[src/rtl/pc_irq_sequencer_pkg.sv]
// Shared control-signal encodings for the PC / IRQ-entry path, plus the sequencer
// defaults and its state encoding.
package pc_irq_sequencer_pkg;
  localparam int unsigned DEF_ADDR_W     = 16;
  localparam logic [15:0] DEF_RESET_PC   = 16'h0000;
  localparam logic [15:0] DEF_IRQ_VECTOR = 16'h0010;
endpackage

package pc_data_source_t;
  typedef enum logic [1:0] {next_pc, register, irq, mem} t;
endpackage

package mem_write_addr_source_t;
  typedef enum logic {sp, alu} t;
endpackage

package mem_write_data_source_t;
  typedef enum logic {next_pc, sr} t;
endpackage

package irq_seq_state_t;
  typedef enum logic [1:0] {idle, push_pc, push_sr, vector} t;
endpackage

[src/rtl/pc_irq_sequencer_pc_next_mux.sv]
// Next-instruction target select and PC incrementer; purely combinational.
module pc_irq_sequencer_pc_next_mux
  import pc_irq_sequencer_pkg::*;
#(
  parameter int unsigned        ADDR_W     = DEF_ADDR_W,
  parameter logic [ADDR_W-1:0]  IRQ_VECTOR = DEF_IRQ_VECTOR
) (
  input  logic [ADDR_W-1:0] this_pc_i,
  input  pc_data_source_t::t pc_src_i,
  input  logic [ADDR_W-1:0] reg_data_i,
  input  logic [ADDR_W-1:0] mem_data_i,
  output logic [ADDR_W-1:0] next_pc_o,
  output logic [ADDR_W-1:0] target_o
);

  // Truncating add gives the required wrap from all-ones back to zero.
  assign next_pc_o = this_pc_i + ADDR_W'(1);

  always_comb begin
    target_o = next_pc_o;
    case (pc_src_i)
      pc_data_source_t::next_pc:  target_o = next_pc_o;
      pc_data_source_t::register: target_o = reg_data_i;
      pc_data_source_t::irq:      target_o = IRQ_VECTOR;
      pc_data_source_t::mem:      target_o = mem_data_i;
      default:                    target_o = next_pc_o;
    endcase
  end

endmodule

[src/rtl/pc_irq_sequencer.sv]
// Program counter owner: advances the PC on instruction boundaries and, on an
// accepted interrupt, pushes return PC and SR onto the stack before vectoring.
module pc_irq_sequencer
  import pc_irq_sequencer_pkg::*;
#(
  parameter int unsigned        ADDR_W     = DEF_ADDR_W,
  parameter logic [ADDR_W-1:0]  RESET_PC   = DEF_RESET_PC,
  parameter logic [ADDR_W-1:0]  IRQ_VECTOR = DEF_IRQ_VECTOR
) (
  input  logic                      clk_i,
  input  logic                      reset_i,
  input  logic                      step_i,
  input  pc_data_source_t::t        pc_src_i,
  input  logic [ADDR_W-1:0]         reg_data_i,
  input  logic [ADDR_W-1:0]         mem_data_i,
  input  logic [ADDR_W-1:0]         sr_in_i,
  input  logic                      irq_req_i,
  input  logic                      irq_en_i,
  input  logic                      push_ready_i,
  output logic [ADDR_W-1:0]         this_pc_o,
  output logic [ADDR_W-1:0]         next_pc_o,
  output logic                      push_valid_o,
  output mem_write_addr_source_t::t push_addr_sel_o,
  output mem_write_data_source_t::t push_data_sel_o,
  output logic [ADDR_W-1:0]         push_data_o,
  output logic                      sp_dec_o,
  output logic                      irq_busy_o,
  output logic                      irq_ack_o
);

  irq_seq_state_t::t  state_q, state_d;
  logic [ADDR_W-1:0]  this_pc_q, this_pc_d;
  logic [ADDR_W-1:0]  ret_pc_q, ret_pc_d;
  logic [ADDR_W-1:0]  sr_lat_q, sr_lat_d;
  logic [ADDR_W-1:0]  target;

  pc_irq_sequencer_pc_next_mux #(
    .ADDR_W     (ADDR_W),
    .IRQ_VECTOR (IRQ_VECTOR)
  ) u_pc_next_mux (
    .this_pc_i  (this_pc_q),
    .pc_src_i   (pc_src_i),
    .reg_data_i (reg_data_i),
    .mem_data_i (mem_data_i),
    .next_pc_o  (next_pc_o),
    .target_o   (target)
  );

  always_ff @(posedge clk_i) begin
    if (reset_i) begin
      state_q   <= irq_seq_state_t::idle;
      this_pc_q <= RESET_PC;
      ret_pc_q  <= '0;
      sr_lat_q  <= '0;
    end else begin
      state_q   <= state_d;
      this_pc_q <= this_pc_d;
      ret_pc_q  <= ret_pc_d;
      sr_lat_q  <= sr_lat_d;
    end
  end

  always_comb begin
    state_d         = state_q;
    this_pc_d       = this_pc_q;
    ret_pc_d        = ret_pc_q;
    sr_lat_d        = sr_lat_q;
    push_valid_o    = 1'b0;
    push_addr_sel_o = mem_write_addr_source_t::sp;
    push_data_sel_o = mem_write_data_source_t::next_pc;
    push_data_o     = '0;
    irq_ack_o       = 1'b0;

    case (state_q)
      irq_seq_state_t::idle: begin
        if (step_i) begin
          // The return address is whatever this boundary would otherwise have jumped to.
          if (irq_req_i && irq_en_i) begin
            ret_pc_d = target;
            sr_lat_d = sr_in_i;
            state_d  = irq_seq_state_t::push_pc;
          end else begin
            this_pc_d = target;
          end
        end
      end
      irq_seq_state_t::push_pc: begin
        push_valid_o = 1'b1;
        push_data_o  = ret_pc_q;
        if (push_ready_i) state_d = irq_seq_state_t::push_sr;
      end
      irq_seq_state_t::push_sr: begin
        push_valid_o    = 1'b1;
        push_data_sel_o = mem_write_data_source_t::sr;
        push_data_o     = sr_lat_q;
        if (push_ready_i) state_d = irq_seq_state_t::vector;
      end
      irq_seq_state_t::vector: begin
        this_pc_d = IRQ_VECTOR;
        irq_ack_o = 1'b1;
        state_d   = irq_seq_state_t::idle;
      end
      default: state_d = irq_seq_state_t::idle;
    endcase

    // Reset aborts the sequence in the same cycle so no push is accepted under it.
    if (reset_i) begin
      push_valid_o    = 1'b0;
      push_data_sel_o = mem_write_data_source_t::next_pc;
      push_data_o     = '0;
      irq_ack_o       = 1'b0;
    end
  end

  assign sp_dec_o   = push_valid_o & push_ready_i;
  assign irq_busy_o = (state_q != irq_seq_state_t::idle);
  assign this_pc_o  = this_pc_q;

endmodule

[config.mk]
export PLATFORM = sky130hd
export DESIGN_NAME = pc_irq_sequencer
export DESIGN_NICKNAME = d
export VERILOG_FILES = /design/src/rtl/pc_irq_sequencer_pkg.sv /design/src/rtl/pc_irq_sequencer_pc_next_mux.sv /design/src/rtl/pc_irq_sequencer.sv
export SDC_FILE = /design/constraint.sdc
export NUM_CORES = 1
export LEC_CHECK = 0
export ABC_AREA = 1
export BUFFER_PORTS_ARGS = -buffer_cell sky130_fd_sc_hd__buf_2
export CAP_MARGIN = 20
export CORE_MARGIN = 3
export CORE_UTILIZATION = 53
export DETAILED_ROUTE_END_ITERATION = 7
export GPL_TIMING_DRIVEN = 0
export PLACE_DENSITY_LB_ADDON = 0.3
export SYNTH_ARGS = -nofsm -noshare
export SYNTH_HDL_FRONTEND = slang
export SYNTH_HIERARCHICAL = 1
export SYNTH_SLANG_ARGS = --single-unit
[constraint.sdc]
create_clock -name clk_i -period 2.2 [get_ports clk_i]
set_input_delay 0.11 -clock clk_i [delete_from_list [all_inputs] [get_ports clk_i]]
set_output_delay 0.11 -clock clk_i [all_outputs]
set_load 0.02 [all_outputs]
==> reports/results.ini <==
[status]
status = complete, no violations

[routing]
drc = 0
wire_per_inst_um = 13.3
vias = 3416
vias_per_cell = 5.13
wl_mm = 8.83
drt_iter0_drc = 190
dr.pass1.iters = 5
ant_nets = 0

[layout]
final_area_um2 = 3660
layout_commonest_cell = nand2_1
diodes = 0
final_cell_mix = nand2_1 (133), buf_2 (116), nor2_1 (102)
fill_cells = 475
instances_no_fill = 666
final_nets = 657
area_delta_synth_final_pct = 23.8
drive_gt1_share_pct = 23.8

[worst_setup_path]
crit_chain = inv_1 -> ha_1 -> buf_2 -> clkbuf_1 -> nand2_1 -> a21oi_1 -> buf_2
crit_fanout = 10
crit_start = state_q[1]
critPathSlowestCell = clkbuf_1
reg2reg_setup_slack_ns = 0.29
crit_path_end = push_data_o[13]
cp.required_ns = 2.09
critPathTopFamily = buffers and inverters
cp.arrival_ns = 1.92
start_kind = register
path_depth = 7
path_buf_inv = 4
endpoint_kind = output pin
r2r-start = this_pc_o[0]
worstReg2RegEnd = this_pc_o[4]
cpMostUsedCell = buf_2
rr_worst_depth = 8
crit_type = reg2out
max_stage_delay_ns = 0.35

[flow_run]
cap_violations = 0

[place]
dp_hpwl_mm = 6.84
port_buffers = 108
placedCellCount = 660
gp_congestion = 0.875
postPlaceCellArea_um2 = 3580
pre_cts_ws_ns = 0.348

[sta]
fin_crit_sh_pct = 92.1
slew_headroom_pct = 56.7
tightest_slew_ns = 0.646
final_hold_viol_count = 0
finClkSkew_ns = 0.00384
fin_crit_ns = 2.03
slew_violations = 0
fin_ws_ns = 0.174
finalSetupViolCount = 0
finalSetupTns_ns = 0
max_freq_mhz = 493
rsz0062_at_grt = no

[die]
rows = 26
core-area_um2 = 5240
dieArea_um2 = 6510
die_w_um = 80.7
initial_core_util_pct = 56.5
die_y_um = 80.7
pin_count = 110

[synth]
netlist_top_cells_area = dfxtp_1 (34%), nand2_1 (17%), nor2_1 (13%)
postSynthCellCount = 482
syn_avg_cell_area_um2 = 6.13
synth_fp_nets = 543
yosys.area.top_type_share_pct = 33.9
yosysWarnings = 6
synth.ff_latch_count = 50
yosysSeqAreaShare_pct = 33.9
synth_largest_area_cell = dfxtp_1
netlist_area_um2 = 2960
yosysUniqueCellTypes = 28

[clock_tree]
cts_tree = built
cts_made_buffers = 5
cts_root_buffer = clkbuf_8
clock_latency_ns = 0.31
clock_path_buffers = 2
path_clk_slew_ns = 0.09
cts.sinks = 50
hold_buffers = 0
cts-htree-levels = 2

[global_routing]
grt_pass1_vias = 3153
overflow = 0
gr-usage-all-layers_pct = 27.7
grt_max_degree = 15
grt_pass1_wl_mm = 14.2
antenna_found_initial = 0

[power]
leakagePower_nw = 1.79
p_total_w = 0.00400
ir_drop_mv = 0.703
pwr_density_cell_nw_per_um2 = 1090

[worst_hold_path]
hp-class = in2reg

## area by class of cell
cell class / instances / area [µm²] / share of cell area, %
plain buffers: 23 / 130 / 3.56
clock buffers: 5 / 68.8 / 1.88
clock inverters: 2 / 10.0 / 0.274
inverters: 44 / 165 / 4.51
multi-input cells: 364 / 1660 / 45.3
flip-flops and latches: 50 / 1000 / 27.4
well taps: 70 / 87.6 / 2.39
repair buffers: 108 / 541 / 14.8
## per-stage QoR
stage | utilization, % | hold WS, ns
floorplan | - | 0.179
global placement | 68.4 | 0.365
detailed placement | 68.4 | 0.365
CTS | 69.9 | 0.0511
global route | 69.9 | 0.0643
finish | 69.9 | 0.0549
## worst register-to-register path, delay by kind of cell (launching register included)
kind	cells	cell delay, ns
flip-flops	1	0.43
XOR/XNOR	1	0.19
AND/OR/NAND/NOR	4	0.69
AO/OA/AOI/OAI	2	0.26
adder cells (fa/ha/maj)	1	0.25
## cells by family after synthesis
| kind of cell | share of synthesized area, % |
|---|---|
| simple gates | 37.7 |
| compound gates | 14.0 |
| buf+inv | 10.1 |
| flops | 33.9 |
| xor+xnor | 2.07 |
| fa+ha+maj | 2.12 |
| other cells | 0.127 |
## synthesized netlist by cell type
cell,count
nor2_4,1
inv_2,1
nor2_2,3
and2_1,3
or2_2,1
nand3_1,17
buf_2,8
dfxtp_1,50
clkbuf_1,9
nand3b_1,1
conb_1,1
nor2_1,102
xor2_1,6
a21oi_1,33
o21bai_1,1
buf_4,5
ha_1,5
nand4_1,9
inv_1,42
clkinv_1,1
a22o_1,6
buf_6,2
o21ai_2,1
o21ai_0,36
nand2_1,133
nand3_2,1
xnor2_1,1
nand2_2,3
## metal layers
layer  GRT usage (%)  vias up  part of all wire (%)  wire length (µm)
met3            4.48       19                   8.1               714
met2            47.3      149                    47              4140
met5               0        -                     0                 0
met4            9.12        0                   1.7               153
met1            35.2     1511                    43              3820
li1                -     1737                     -                 -
## registers in the layout (all words and copies together) (netlist names)
signal	flops
this_pc_o	16
ret_pc_q	16
sr_lat_q	16
state_q	2
## worst min-delay path by stage
stage	start	end	slack (ns)	cells past startpoint
5_1_grt	reset_i	this_pc_o[15]	0.06	2
4_1_cts	sr_in_i[3]	sr_lat_q[3]	0.05	3
3_5_place_dp	sr_in_i[3]	sr_lat_q[3]	0.36	3
6_report	sr_in_i[1]	sr_lat_q[1]	0.05	3
3_3_place_gp	sr_in_i[12]	sr_lat_q[12]	0.36	3
2_1_floorplan	reset_i	this_pc_o[15]	0.18	1
## repair_timing
item	in CTS	in global routing
endpoints found under the setup margin	0	10
resized for setup	0	1
setup buffers	0	0
## power by group
group,switching (W),internal (W)
combinational,0.00141,0.000718
sequential,0.000240,0.00111
clock,0.000308,0.000214
total,0.00195,0.00204
Power figures use the tool's default switching activity.
